[src/rtl/traffic_light_monitor_pkg.sv]
// Shared encodings and defaults for the traffic light monitor.
package traffic_pkg;

    typedef enum logic [1:0] {
        ALL_RED = 2'd0,
        A_GRN   = 2'd1,
        B_GRN   = 2'd2,
        FAULT   = 2'd3
    } mon_state_e;

    localparam logic [2:0] FC_NONE         = 3'd0;
    localparam logic [2:0] FC_CONFLICT     = 3'd1;
    localparam logic [2:0] FC_PED          = 3'd2;
    localparam logic [2:0] FC_SHORT_GREEN  = 3'd3;
    localparam logic [2:0] FC_SHORT_ALLRED = 3'd4;
    localparam logic [2:0] FC_STARVE_A     = 3'd5;
    localparam logic [2:0] FC_STARVE_B     = 3'd6;

    localparam int DEF_MIN_GREEN  = 5;
    localparam int DEF_MIN_ALLRED = 1;
    localparam int DEF_MAX_WAIT   = 60;

    // Violation vector is indexed by fault code; the lowest set code wins.
    function automatic logic [2:0] first_fault(input logic [6:1] viol);
        logic [2:0] code;
        code = FC_NONE;
        for (int i = 6; i >= 1; i--) begin
            if (viol[i]) code = 3'(i);
        end
        return code;
    endfunction

endpackage

[src/rtl/traffic_light_monitor_sat_tick_counter.sv]
// Saturating tick counter with synchronous clear and a terminal compare.
module sat_tick_counter #(
    parameter int TW = 8
) (
    input  logic          clk_i,
    input  logic          rst_i,
    input  logic          clear_i,
    input  logic          tick_i,
    input  logic [TW-1:0] term_i,
    output logic [TW-1:0] count_o,
    output logic          reached_o
);

    logic [TW-1:0] count_q, count_d;

    always_comb begin
        count_d = count_q;
        if (clear_i) begin
            count_d = '0;
        end else if (tick_i && (count_q != {TW{1'b1}})) begin
            count_d = count_q + 1'b1;
        end
    end

    always_ff @(posedge clk_i) begin
        if (rst_i) count_q <= '0;
        else       count_q <= count_d;
    end

    assign count_o   = count_q;
    assign reached_o = (count_q >= term_i);

endmodule

[src/rtl/traffic_light_monitor.sv]
// Passive safety/timing observer for the traffic light controller.
// Optional starvation checks (codes 5/6) are enabled by TRAFFIC_MON_STARVATION_EN.
module traffic_light_monitor
    import traffic_pkg::*;
#(
    parameter int TW         = 8,
    parameter int MIN_GREEN  = DEF_MIN_GREEN,
    parameter int MIN_ALLRED = DEF_MIN_ALLRED,
    parameter int MAX_WAIT   = DEF_MAX_WAIT,
    parameter int CW         = 8
) (
    input  logic          clk_i,
    input  logic          rst_i,
    input  logic          tick_i,
    input  logic          sa_i,
    input  logic          sb_i,
    input  logic          a_i,
    input  logic          b_i,
    input  logic          pa_i,
    input  logic          pb_i,
    input  logic          clr_i,
    output logic          fault_o,
    output logic [2:0]    fault_code_o,
    output logic [CW-1:0] phase_cnt_o,
    output logic [1:0]    state_o
);

    localparam logic DIRECT_ILLEGAL = (MIN_ALLRED > 0);

    mon_state_e    state_q, state_d;
    logic          fault_q, fault_d;
    logic [2:0]    code_q, code_d;
    logic [CW-1:0] phase_q, phase_d;

    logic [6:1]    viol;
    logic [2:0]    newCode;
    logic          phaseInc;
    logic          faultClear;
    logic          dwellClear, dwellEn, dwellReached;
    logic [TW-1:0] dwellTerm, dwellCount;
    logic          starveA, starveB;
    logic          unusedBits;

    assign faultClear = clr_i && (state_q == FAULT);
    assign dwellClear = (state_d != state_q);
    assign dwellEn    = tick_i && (state_q != FAULT);
    // All-red dwell is judged against MIN_ALLRED, green dwell against MIN_GREEN.
    assign dwellTerm  = (state_q == ALL_RED) ? TW'(MIN_ALLRED) : TW'(MIN_GREEN);

    sat_tick_counter #(.TW(TW)) u_dwell (
        .clk_i    (clk_i),
        .rst_i    (rst_i),
        .clear_i  (dwellClear),
        .tick_i   (dwellEn),
        .term_i   (dwellTerm),
        .count_o  (dwellCount),
        .reached_o(dwellReached)
    );

`ifdef TRAFFIC_MON_STARVATION_EN
    logic [TW-1:0] waitACount, waitBCount;
    logic          waitAEn, waitBEn, waitAReached, waitBReached;

    assign waitAEn = tick_i && sa_i && !a_i && (state_q != FAULT);
    assign waitBEn = tick_i && sb_i && !b_i && (state_q != FAULT);

    // Terminal is MAX_WAIT-1 so the fault fires on the tick that reaches MAX_WAIT.
    sat_tick_counter #(.TW(TW)) u_wait_a (
        .clk_i    (clk_i),
        .rst_i    (rst_i),
        .clear_i  (a_i || !sa_i || faultClear),
        .tick_i   (waitAEn),
        .term_i   (TW'(MAX_WAIT - 1)),
        .count_o  (waitACount),
        .reached_o(waitAReached)
    );

    sat_tick_counter #(.TW(TW)) u_wait_b (
        .clk_i    (clk_i),
        .rst_i    (rst_i),
        .clear_i  (b_i || !sb_i || faultClear),
        .tick_i   (waitBEn),
        .term_i   (TW'(MAX_WAIT - 1)),
        .count_o  (waitBCount),
        .reached_o(waitBReached)
    );

    assign starveA    = waitAEn && waitAReached;
    assign starveB    = waitBEn && waitBReached;
    assign unusedBits = ^{dwellCount, waitACount, waitBCount};
`else
    assign starveA    = 1'b0;
    assign starveB    = 1'b0;
    assign unusedBits = ^{dwellCount, sa_i, sb_i, 32'(MAX_WAIT)};
`endif

    always_comb begin
        viol                  = '0;
        state_d               = state_q;
        fault_d               = fault_q;
        code_d                = code_q;
        phase_d               = phase_q;
        phaseInc              = 1'b0;

        viol[FC_CONFLICT]     = a_i && b_i;
        viol[FC_PED]          = (pa_i && a_i) || (pb_i && b_i);
        viol[FC_STARVE_A]     = starveA;
        viol[FC_STARVE_B]     = starveB;

        case (state_q)
            ALL_RED: begin
                if (a_i && !b_i) begin
                    if (!dwellReached) viol[FC_SHORT_ALLRED] = 1'b1;
                    else               state_d = A_GRN;
                end else if (b_i && !a_i) begin
                    if (!dwellReached) viol[FC_SHORT_ALLRED] = 1'b1;
                    else               state_d = B_GRN;
                end
            end
            A_GRN: begin
                if (!a_i) begin
                    if (!dwellReached)               viol[FC_SHORT_GREEN]  = 1'b1;
                    else if (b_i && DIRECT_ILLEGAL)  viol[FC_SHORT_ALLRED] = 1'b1;
                    else begin
                        state_d  = b_i ? B_GRN : ALL_RED;
                        phaseInc = 1'b1;
                    end
                end
            end
            B_GRN: begin
                if (!b_i) begin
                    if (!dwellReached)               viol[FC_SHORT_GREEN]  = 1'b1;
                    else if (a_i && DIRECT_ILLEGAL)  viol[FC_SHORT_ALLRED] = 1'b1;
                    else begin
                        state_d  = a_i ? A_GRN : ALL_RED;
                        phaseInc = 1'b1;
                    end
                end
            end
            default: ;
        endcase

        newCode = first_fault(viol);

        // FAULT absorbs everything: later violations and phase completions are ignored.
        if (state_q == FAULT) begin
            state_d = FAULT;
            if (faultClear) begin
                state_d = ALL_RED;
                fault_d = 1'b0;
                code_d  = FC_NONE;
            end
        end else if (newCode != FC_NONE) begin
            state_d = FAULT;
            fault_d = 1'b1;
            code_d  = newCode;
        end else if (phaseInc && (phase_q != {CW{1'b1}})) begin
            phase_d = phase_q + 1'b1;
        end
    end

    always_ff @(posedge clk_i) begin
        if (rst_i) begin
            state_q <= ALL_RED;
            fault_q <= 1'b0;
            code_q  <= FC_NONE;
            phase_q <= '0;
        end else begin
            state_q <= state_d;
            fault_q <= fault_d;
            code_q  <= code_d;
            phase_q <= phase_d;
        end
    end

    assign fault_o      = fault_q;
    assign fault_code_o = code_q;
    assign phase_cnt_o  = phase_q;
    assign state_o      = state_q;

endmodule

[config.mk]
export PLATFORM = sky130hd
export DESIGN_NAME = traffic_light_monitor
export DESIGN_NICKNAME = d
export VERILOG_FILES = /design/src/rtl/traffic_light_monitor_pkg.sv /design/src/rtl/traffic_light_monitor_sat_tick_counter.sv /design/src/rtl/traffic_light_monitor.sv
export SDC_FILE = /design/constraint.sdc
export NUM_CORES = 1
export LEC_CHECK = 0
export CAP_MARGIN = 20
export CORE_MARGIN = 4
export CORE_UTILIZATION = 58
export CTS_CLUSTER_DIAMETER = 60
export DETAILED_ROUTE_END_ITERATION = 8
export MAX_ROUTING_LAYER = met4
export PLACE_DENSITY_LB_ADDON = 0.1
export SKIP_CTS_REPAIR_TIMING = 1
export SLEW_MARGIN = 40
export SYNTH_ARGS = -nofsm -noshare
export SYNTH_HDL_FRONTEND = slang
export SYNTH_HIERARCHICAL = 1
export SYNTH_SLANG_ARGS = --single-unit
[constraint.sdc]
create_clock -name clk_i -period 7.99 [get_ports clk_i]
set_clock_uncertainty 0.2 [all_clocks]
set_input_delay 1.598 -clock clk_i [delete_from_list [all_inputs] [get_ports clk_i]]
set_output_delay 1.598 -clock clk_i [all_outputs]
set_load 0.005 [all_outputs]
# After elaboration in Yosys (flattened, before gate mapping)
# Cells that the tools add are included.
dict set report classes {
  n_reduce_logical 18
  bitwise_logic 2
  order_cmp 1
  mux 43
  eq_ne 8
  add_sub_neg 2
}
# op n
set op_table {}
lappend op_table {{two-way mux 2 bit} 15}
lappend op_table {{two-way mux 3 bit} 8}
lappend op_table {{adder 8 x 1 -> 8 bit, second input constant} 2}
lappend op_table {{two-way mux 1 bit} 16}
lappend op_table {{!= test 8 bit, second input constant} 2}
lappend op_table {{logical AND 1 bit} 9}
lappend op_table {{greater-or-equal comparator 8 x 3 -> 1 bit} 1}
lappend op_table {{case mux 2 bit (3 select lines)} 1}
lappend op_table {{equality test 2 bit, second input constant} 2}
lappend op_table {{!= test 2 bit, second input constant} 2}
lappend op_table {{case mux 1 bit (2 select lines)} 2}
lappend op_table {{case mux 1 bit (3 select lines)} 1}
lappend op_table {{AND reduction 3 bit} 1}
lappend op_table {{nonzero test 3 bit} 1}
lappend op_table {{equality test 2 x 1 -> 1 bit, second input constant} 1}
lappend op_table {{zero test 1 bit} 2}
lappend op_table {{zero test 2 bit} 1}
lappend op_table {{!= test 2 bit} 1}
lappend op_table {{NOT 1 bit} 2}
lappend op_table {{AND reduction 2 bit} 1}
lappend op_table {{nonzero test 2 bit} 1}
lappend op_table {{OR reduction 2 bit} 1}
lappend op_table {{logical OR 1 bit} 1}
dict set report totals {
  elab_cells 79
  ff_bits 22
  out_inout_bits 14
  inputBits 10
}

# Depth between registers and ports, before layout
dict set report logic_depth {
  word_depth 16
  ltp_mapped 17
  mapped_depth_nobuf 16
}

# By module
# The synthesis kept the hierarchy.
# mod cells_each area_each_um2 instances seq_area_each_um2
set by_module_without_submodules {}
lappend by_module_without_submodules {traffic_light_monitor 122 1042.2 1 280.3}
lappend by_module_without_submodules {sat_tick_counter 72 606.8 1 160.2}

# Worst setup path after synthesis
# No wires, ideal clock.
dict set report synth_path {
  path_type {input to register}
  from {input a_i}
  to {register u_dwell.count_q[3], in the netlist u_dwell/count_o[3]}
  t_arrival_ps 3363
  path_slack_ps 4352
  setup_ps 74
  cell_stages 10
  required_time_ps 7716
  path_cell_list {buf_6 > a22o_1 > nor2_1 > nand2_2 > a211oi_2 > o32ai_1 > nand4b_1 > nor2_1 > nand2_1 > o21ai_0}
}
dict set report synth_via {
  elab_chain_len 14
  elab_cells_between_ends 30
  cone_classes {1 x eq/ne; 21 x mux; 8 x reduce/logical}
}
# element line_no
set synth_rtl {}
lappend synth_rtl {{from (decl)} traffic_light_monitor.sv:17} ;# input logic a_i,
lappend synth_rtl {{zero test 1 bit} n/a}
lappend synth_rtl {{logical AND 1 bit} traffic_light_monitor.sv:115} ;# end else if (b_i && !a_i) begin
lappend synth_rtl {{two-way mux 1 bit} traffic_light_monitor.sv:115}
lappend synth_rtl {{two-way mux 1 bit} traffic_light_monitor.sv:112} ;# if (a_i && !b_i) begin
lappend synth_rtl {{case mux 1 bit (3 select lines)} traffic_light_monitor.sv:110} ;# case (state_q)
lappend synth_rtl {{two-way mux 3 bit (4 in series)} traffic_light_monitor_pkg.sv:28} ;# if (viol[i]) code = 3'(i);
lappend synth_rtl {{nonzero test 3 bit} traffic_light_monitor.sv:153} ;# end else if (newCode != FC_NONE) begin
lappend synth_rtl {{two-way mux 2 bit *} traffic_light_monitor.sv:153}
lappend synth_rtl {{two-way mux 2 bit *} traffic_light_monitor.sv:146} ;# if (state_q == FAULT) begin
lappend synth_rtl {{!= test 2 bit *} traffic_light_monitor.sv:45} ;# assign dwellClear = (state_d != state_q);
lappend synth_rtl {{named net dwellClear} traffic_light_monitor.sv:39} ;# logic dwellClear, dwellEn, dwellReached;
lappend synth_rtl {{OR reduction 2 bit (no line) *} n/a}
lappend synth_rtl {{to (signal assigned)} traffic_light_monitor_sat_tick_counter.sv:27} ;# else count_q <= count_d;
lappend synth_rtl {{to (decl)} traffic_light_monitor_sat_tick_counter.sv:14} ;# logic [TW-1:0] count_q, count_d;
# Mark *: on every way through the listed nets, which the timed path passes. The rest lies on a longest branch.
# A chain may end at the register's enable or synchronous reset.

# Worst setup path after layout
# Same ends and word-level chain as after synthesis.

==> flow_summary_export.csv <==
group,metric,value,unit
run_status,status,"finished clean",
logic_synthesis,synthMuxAreaShare,0.0334,
place,gp_congestion,0.906,
logic_synthesis,avgSynthCellArea,8.50,um^2
clocking,cts-root-buf,"clkbuf_4",
die,io_pins,24,
global_routing,gr-total-overflow,0,
drt,vias,1456,
die,core,2730,um^2
cells_and_area,drive_gt1_frac,0.100,
cells_and_area,layout_common_cells,"22 x nand2_1, 22 x dfxtp_1, 21 x clkdlybuf4s50_1, 18 x nor2_1",
drt,drc_errors,0,
logic_synthesis,synth.cell_area,1650,um^2
critical_path,ff2ff_path_depth,16,
critical_path,regToRegSetupSlack,3.71,ns
cells_and_area,multi_input_area,1140,um^2
drt,ant_nets,0,
power_and_ir_drop,ir_drop,153,uV
cells_and_area,design_area,1920,um^2
cells_and_area,num_antenna_cells,0,
cells_and_area,fillers,229,
critical_path,crit_required,8.04,ns
logic_synthesis,synth_top_family_by_area,"simple AND/OR/NAND/NOR gates",
global_routing,use_met2,0.370,
logic_synthesis,synth_edf_count,0,
global_routing,grt.busiest_layer,"met2",
die,core.rowCount,19,
timing,min_period_over_period,0.552,
cells_and_area,nNetsFinal,244,
place,hpwl,2750,um
die,die-area,3760,um^2
timing,hold_viol,0,
timing,worstMarginPinSlew,0.744,ns
clocking,cts_buffer_depth,2,
critical_path,cp-start-kind,"input pin",
logic_synthesis,synth_area_leaders,"dfxtp_1 27%, ha_1 11%, nand2_1 5.0%, nor2_1 4.1%, a21oi_1 3.6%",
timing,fin_tns_setup,0,ns
drt,dr.pass1.iters,4,
logic_synthesis,synth-seq-area-share,0.267,
place,io_buffers,21,
clocking,htreeDepth,1,
clocking,path_clk_slew,0.13,ns
timing,setup_viol_count_final,0,
drt,dr.first_iter.drc_count,61,
timing,min_period,4.41,ns
logic_synthesis,synth-simple-area-share,0.313,
drt,viasPerCell,5.82,
global_routing,grt_max_degree,19,
job,cap_violations,0,
cells_and_area,seq_area,440,um^2
critical_path,worstSetupPathType,"input pin to flop",
critical_path,arrival,4.46,ns
logic_synthesis,synth_cell_types,57,
logic_synthesis,synth_top_area_share,0.267,
logic_synthesis,synth_ff_type,"dfxtp_1",
clocking,cts_tree,"yes",
die,start_util,0.603,
global_routing,grt_usage,0.212,
clocking,cts_buffers,3,
die,fp.dieW,61.3,um
drt,wirelength,3490,um
logic_synthesis,ys_warn_count,6,
global_routing,use_met3,0.0524,
logic_synthesis,synthAdderAreaFrac,0.106,
logic_synthesis,synth-compound-area-share,0.195,
hold_path,worstHoldPathType,"flop to flop",
drt,routedWlPerCell,13.9,um
logic_synthesis,ys_seq_elements,22,
critical_path,worstSetupEndpoint,"u_dwell/count_o[3]$_SDFFE_PP0P_",
power_and_ir_drop,power.density,133,nW/um^2
global_routing,grt_pass1_wl,5890,um
global_routing,use_met1,0.235,
timing,slew_viol_final,0,
timing,rsz0062_at_grt,"no",
power_and_ir_drop,leakagePower,0.763,nW
critical_path,crit_fanout,11,
critical_path,cp-end-kind,"flop",
critical_path,timing.rr.start,"state_o[0]$_SDFF_PP0_",
logic_synthesis,yosys.area.top_type,"dfxtp_1",
critical_path,r2r-end,"u_dwell/count_o[3]$_SDFFE_PP0P_",
timing,relSlewSlack,0.501,
critical_path,startpoint,"a_i",
cells_and_area,area_growth,16.5,%
global_routing,antenna_found_initial,0,
logic_synthesis,netlist_instances,194,
place,placed_cell_area,1890,um^2
die,die_h,61.3,um
clocking,clk_latency,0.31,ns
clocking,cts_sinks,22,
global_routing,first_global_vias,1459,
timing,fmaxAchievable,0.227,GHz
logic_synthesis,synth_xor_area_frac,0.0266,
logic_synthesis,async_flop_share,0,
## sequential cells by signal, indices dropped and copies added, names as in the netlist
signal,flops
phase_cnt_o,8
fault_o,1
state_o,2
u_dwell/count_o,8
fault_code_o,3
## power by group
group / leakage, nW / switching (mW) / internal, mW
clock: 0.0210 / 0.0339 / 0.0278
sequential: 0.179 / 0.00535 / 0.114
combinational: 0.564 / 0.0429 / 0.0323
## cell type report
type / instances / area share
multi-input cells: 158 / 0.595
flip-flops and latches: 22 / 0.229
repair buffers: 21 / 0.109
inverters: 14 / 0.0273
well taps: 31 / 0.0202
clock buffers: 4 / 0.0189
## Yosys cell counts, drive strengths merged (2+ instances only)
cell	instances
nand3	8
a22o	2
a211oi	3
a21o	3
nor2	18
a31oi	3
inv	14
a2111oi	2
conb	2
nand2	23
xnor2	5
and3	2
nand2b	6
nor3	2
and2	2
o21ai	7
a21oi	12
o21ba	2
nor4	4
ha	14
dfxtp	22
nand3b	2
buf	4
nor4b	2
nand4	3
mux2i	4
and4	3
nor2b	4
## cell families after synthesis
logic type / Yosys count
flip-flops: 22
AO/OA/AOI/OAI: 43
AND/OR/NAND/NOR: 84
buffers and inverters: 19
multiplexers: 5
XOR/XNOR: 5
other: 2
adder cells (fa/ha/maj): 14
## how the worst min path moves through the flow
stage / start / end / slack, ns / cells past startpoint
after floorplan: fault_code_o[2]$_SDFFE_PP0P_ / fault_code_o[2]$_SDFFE_PP0P_ / 0.25 / 1
after global placement: fault_code_o[2]$_SDFFE_PP0P_ / fault_code_o[2]$_SDFFE_PP0P_ / 0.24 / 1
after detailed placement: fault_code_o[2]$_SDFFE_PP0P_ / fault_code_o[2]$_SDFFE_PP0P_ / 0.26 / 1
after CTS: fault_code_o[2]$_SDFFE_PP0P_ / fault_code_o[2]$_SDFFE_PP0P_ / 0.29 / 1
after global routing: fault_code_o[2]$_SDFFE_PP0P_ / fault_code_o[2]$_SDFFE_PP0P_ / 0.32 / 1
final: fault_code_o[2]$_SDFFE_PP0P_ / fault_code_o[2]$_SDFFE_PP0P_ / 0.28 / 1
## layer usage
metal | vias to the layer above | part of all wire | routed length, um
met5 | - | 0 | 0
met4 | 0 | 0.0055 | 19
met3 | 4 | 0.031 | 109
met2 | 30 | 0.51 | 1790
met1 | 676 | 0.45 | 1570
li1 | 746 | - | -
## stage by stage
step	cells	utilization	total power, mW	hold WS [ns]	setup WS (ns)
6_report	250	0.703	0.256	0.280	3.58
3_3_place_gp	246	0.688	0.192	0.240	3.37
5_1_grt	250	0.703	0.271	0.323	3.25
3_5_place_dp	246	0.690	0.196	0.256	3.29
4_1_cts	250	0.703	0.258	0.288	3.59
2_1_floorplan	199	-	0.173	0.251	4.35
## worst max-delay path, cell delays in order
cell and delay, ns:
clkdlybuf4s50_1 0.70, and2b_1 0.25, o21ai_1 0.23, nand2_2 0.21, a211oi_2 0.33, o32ai_1 0.14
nand4b_1 0.27, nor2_1 0.47, nand2_1 0.10, o21ai_0 0.15
(Power assumes the default switching activity.)
==> edit 1: new RTL, same flow settings <==
Make the reset (`rst_i`) asynchronous in 2 clocked blocks.
--- a/src/rtl/traffic_light_monitor_sat_tick_counter.sv
+++ b/src/rtl/traffic_light_monitor_sat_tick_counter.sv
@@ -22,7 +22,7 @@
         end
     end
 
-    always_ff @(posedge clk_i) begin
+    always_ff @(posedge clk_i or posedge rst_i) begin
         if (rst_i) count_q <= '0;
         else       count_q <= count_d;
     end
--- a/src/rtl/traffic_light_monitor.sv
+++ b/src/rtl/traffic_light_monitor.sv
@@ -159,7 +159,7 @@
         end
     end
 
-    always_ff @(posedge clk_i) begin
+    always_ff @(posedge clk_i or posedge rst_i) begin
         if (rst_i) begin
             state_q <= ALL_RED;
             fault_q <= 1'b0;
Check against the original RTL: differs if rst_i is asserted again (counterexample within 4 cycles, from zero or initial values and one cycle with rst_i high); with rst_i held inactive, the same outputs for 10 cycles.
==> edit 1 against the original RTL <==
Area after synthesis rose by 2.3%. Non-clock buffer count did not move. Final cell count fell by 3.2%. Worst setup slack got worse by 0.0032 ns. Final area rose by 2.9%. Routed wire length fell by 4.8%. Critical path depth rose by 5. Sequential cell count did not move. Die area rose by 2.0%.
Power is not compared: it rests on default switching activity, and its combinational part moved more than twofold at a synthesized area within 25%.
==> edit 1: results (changes against the original RTL) <==
- Outcome: finished clean (unchanged)
* Critical Path Start Type: register (was input pin)
* Register-to-register setup slack: 3.58 ns (was 3.71 ns)
- Max Fanout on Critical Path: 13 (was 11)
- Commonest cells in the synthesized netlist: dfrtp_1, inv_1, nor2_1, ha_1, nand2_1 (was dfxtp_1, nand2_1, nor2_1, ha_1, inv_1)
- Initial drt markers: 73 (was 61)
- Instance count after placement with tap cells included: 238 (was 246)
* Number of diodes added for antenna fixing: 0 (unchanged)
- Logic depth of the worst register-to-register path: 15 (was 16)
- The instance count along the most critical hold path is 1 (unchanged).
- Gpl congestion: 0.8008 (was 0.9055)
* Pin count of the biggest net entering global routing: 15 (was 19)
* Buffer type at the clock tree root: clkbuf_4 (unchanged)
- Clock latency on the worst-skew pair, taken at its later pin, is 0.30 ns.
- Total vias in the final route: 1401 (was 1456)
- The number of global-route vias before repair came to 1318 (was 1459).
- The maximum level of the CTS H-tree came to 1 (unchanged).
* Endpoint of the worst-slack reg-to-reg timing path: u_dwell/count_o[5] (was u_dwell/count_o[3])
* Fraction of the yosys area taken by sequential cells: 32.64% (was 26.71%)
- Cell types with the largest area share after synthesis: dfrtp_1, ha_1, xnor2_1 (was dfxtp_1, ha_1, nand2_1)
* CTS buffer count: 3 (unchanged)
- The start of the worst register-to-register path was state_o[0] (unchanged).
- Class of the most critical hold timing path: register to register (unchanged)
- Number of max-cap violations: 0 (unchanged)
- The maximum count of clock buffers along a single path is 2 (unchanged).
- The count of unresolved DRC violations after routing came to 0 (unchanged).
- The synthesized area divided by synthesized cell count came to 9.117 um2 (was 8.500 um2).
* Slew at the pin with the worst max-slew slack: 0.7436 ns (was 0.7441 ns)
- The worst-case IR drop observed on VDD is 0.1952 mV.
* Layout cell share with drive strength beyond 1: 11.85% (was 10.05%)
* Clock input transition at the sequential cells of the worst setup and hold paths: 0.12 ns
- The number of warnings reported in the yosys synthesis log came to 6 (unchanged).
* Number of buffers added on ports: 21 (unchanged)
* Post-synth cell types: 52 (was 57)
- FFs w/ async S/R, synth: 100.0% (was 0%)
- Number of antenna violations at the first check in global routing: 0 (unchanged)
* Total wire length: 3317 um (was 3485 um)
- Worst hold endpoint: phase_cnt_o[4] (was fault_code_o[2])
- The number of iterations in the first detailed-routing pass came to 4 (unchanged).
- The global-route total usage across every layer came to 20.23% (was 21.17%).
- Per-cell via count in the routed design: 5.789 (was 5.824)
- Wire length of the first global-routing pass: 5658 um (was 5892 um)
- The arrival time at the worst endpoint is 4.41 ns (was 4.46 ns).
- The placed wire-length estimate is 2628 um (was 2750 um).
- Worst Min Path Start: phase_cnt_o[4] (was fault_code_o[2])
- Final setup viols: 0 (unchanged)
- Summed over all cells, the static leakage comes to 0.8496 nW.
edit 1: cell types whose count changed in the layout (fill, tap and decap cells not counted), moves of 4 or more:
cell | unedited run | this run
nand2_1 | 22 | 10
dfxtp_1 | 22 | 0
inv_1 | 14 | 18
nor2b_1 | 4 | 8
dfrtp_1 | 0 | 22
edit 1: worst max-delay path: stages, from the launching register on:
cell	delay [ns]
dfrtp_1	0.56
inv_1	0.11
ha_1	0.28
inv_1	0.13
inv_1	0.06
ha_1	0.27
nor3_1	0.05
o31ai_2	0.61
and2b_2	0.30
o21ai_2	0.07
nand2_2	0.13
or4_4	0.50
o32a_1	0.30
nand3_1	0.35
nor2b_1	0.09
mux2_1	0.30
edit 1: layout make-up:
cell class | instances | area, um2
Multi-Input combinational cell | 146 | 1075
Fill cell | 231 | 779.5
Sequential cell | 22 | 550.5
Timing Repair Buffer | 21 | 210.2
Inverter | 18 | 67.56
Tap cell | 31 | 38.79
Clock buffer | 4 | 36.28
edit 1: where the power goes:
part | total, mW | switching, mW | leakage (nW) | internal [mW]
sequential | 0.146 | 0.0197 | 0.294 | 0.126
clock | 0.0598 | 0.0321 | 0.0210 | 0.0277
combinational | 0.212 | 0.117 | 0.534 | 0.0946
total | 0.417 | 0.169 | 0.850 | 0.248
edit 1: worst max-delay path by stage:
stage / depth (start not counted) / to
floorplan: 16 / u_dwell/count_o[5]
global placement: 9 / u_dwell/count_o[5]
detailed placement: 9 / u_dwell/count_o[5]
CTS: 15 / u_dwell/count_o[5]
global route: 15 / u_dwell/count_o[5]
finish: 15 / u_dwell/count_o[5]
edit 1: logic make-up after synthesis:
logic type                 share of synthesized area [%]
AOI/OAI and AO/OA                                  17.81
xor gates and xnor gates                           4.154
adders and majority gates                          10.39
buffers and inverters                              5.044
and+or+nand+nor                                    25.37
other                                             0.4453
muxes                                              4.154
DFF                                                32.64
edit 1: metal layers:
metal | up-vias | routed length (um) | share of wire, % | GRT usage (%)
li1 | 701 | - | - | -
met1 | 667 | 1535 | 46 | 26.17
met2 | 31 | 1612 | 49 | 33.78
met3 | 2 | 142 | 4.3 | 1.860
met4 | 0 | 27 | 0.81 | 5.455
met5 | - | 0 | 0 | -
edit 1: per-stage QoR:
stage / setup slack, ns / cell area [um2] / power [mW] / hold WS, ns
global placement: 3.414 / 1937 / 0.3482 / 0.2936
detailed placement: 3.326 / 1942 / 0.3587 / 0.2954
finish: 3.577 / 1978 / 0.4172 / 0.3154
global route: 3.234 / 1978 / 0.4571 / 0.3212
floorplan: 3.727 / 1705 / 0.2988 / 0.2877
CTS: 3.571 / 1978 / 0.4192 / 0.3127
==> edit 2: new RTL, same settings <==
Made on the original files. Build with the macro `TRAFFIC_MON_STARVATION_EN` defined.
--- a/src/rtl/traffic_light_monitor.sv
+++ b/src/rtl/traffic_light_monitor.sv
@@ -1,5 +1,7 @@
 // Passive safety/timing observer for the traffic light controller.
 // Optional starvation checks (codes 5/6) are enabled by TRAFFIC_MON_STARVATION_EN.
+`define TRAFFIC_MON_STARVATION_EN
+
 module traffic_light_monitor
     import traffic_pkg::*;
 #(
Function: no difference found for any inputs over 10 cycles, from zero or initial values and one cycle with rst_i high; that may be too few to reach the edited logic, so the function may still have changed.
==> edit 2 against the original RTL <==
Final area is 74% higher. Synthesized cell count is 81% higher. Area after synthesis is 77% higher. Worst setup slack worse by 0.059 ns. Count of clock-buffer cells in the layout is 3 higher. Power is 60% higher. Sequential cell count is 16 higher. Die area is 66% higher. Routed wire length is 76% higher. Critical path type unchanged. Critical endpoint is now u_dwell/count_o[7]. Highest routed layer unchanged.
==> edit 2: results (changes against the original RTL) <==
- Outcome: finished clean (unchanged)
- The adder and majority cell fraction of the synthesized area came to 13.72% (was 10.62%).
- The per-cell via count in the routed design came to 5.808 (was 5.824).
- Total number of H-tree levels: 2 (was 1)
- Placed inst area: 3276 um2 (was 1886 um2)
- Tot GR Track Use: 22.20% (was 21.17%)
- The placed wire-length estimate is 4787 um (was 2750 um).
- Post-synthesis xor/xnor area fraction: 2.400% (was 2.656%)
* Buffer type at the clock tree root: clkbuf_8 (was clkbuf_4)
- Max IR drop VDD: 0.1271 mV (was 0.1534 mV)
- The quantity of I/O buffers inserted on ports came to 23 (was 21).
* Period Utilization, post-route: 55.94% (was 55.20%)
- The worst-case hold slack was 0.2956 ns (was 0.2804 ns).
* Fraction of the yosys area taken by sequential cells: 26.06% (was 26.71%)
* Number of global-route vias before repair: 2585 (was 1459)
- Cell types with the largest area share after synthesis: dfxtp_1, ha_1, nand2_1 (unchanged).
* Total vias in the final route: 2689 (was 1456)
* Arrival time at the worst endpoint: 4.45 ns (was 4.46 ns)
* Setup slack at placement: 3.185 ns (was 3.285 ns)
- Max Fanout on Critical Path: 15 (was 11)
- Clk Latency, worst-skew pair: 0.28 ns (was 0.31 ns)
* Commonest cells in the synthesized netlist: dfxtp_1, nand2_1, ha_1, inv_1, a21oi_1 (was dfxtp_1, nand2_1, nor2_1, ha_1, inv_1)
* Slew at the pin with the worst max-slew slack: 0.5352 ns (was 0.7441 ns)
- Total leakage power: 1.396 nW (was 0.7635 nW)
- The capture point of the worst reg-to-reg path is u_dwell/count_o[1] (was u_dwell/count_o[3]).
- The global-route wire length before repair came to 11010 um (was 5892 um).
- Nets: 438 (was 244)
- The maximum number of pins on one net before global-route repair is 28 (was 19).
- The number of buffers created by CTS came to 5 (was 3).
- Multiplexer fraction of the synthesized cell area: 3.086% (was 3.338%)
* Layout cell share with drive strength beyond 1: 6.061% (was 10.05%)
* Post-Syn Instances: 351 (was 194)
- The number of cells after detailed placement came to 456 (was 246).
* Hold path depth: 2 (was 1)
- The final weighted congestion of routability-driven global placement was 0.9266 (was 0.9055).
* Average routed wire per standard cell: 13.29 um (was 13.94 um)
[edit 2: area by class of cell]
type / count / area [um2]
multi-input cells: 293 / 2058
fillers: 419 / 1434
flip-flops and latches: 38 / 760.7
repair buffers: 26 / 252.7
inverters: 32 / 120.1
well taps: 67 / 83.83
clock buffers: 7 / 76.32
[edit 2: metal layers]
metal / vias up / part of all wire (%) / GRT usage [%]
li1: 1364 / - / -
met1: 1269 / 46 / 26.53
met2: 50 / 49 / 38.88
met3: 6 / 3.4 / 3.288
met4: 0 / 1.1 / 6.529
met5: - / 0 / -
[edit 2: power by group]
part	switching (mW)	internal, mW	total, mW
logic	0.0514	0.0385	0.0899
clock network	0.0613	0.0601	0.121
registers	0.00498	0.194	0.199
total	0.118	0.292	0.410
[edit 2: tightest hold or removal path, stage by stage, from the launching register on]
cell	delay, ns
dfxtp_1	0.32
o21ai_1	0.07
a21oi_1	0.06
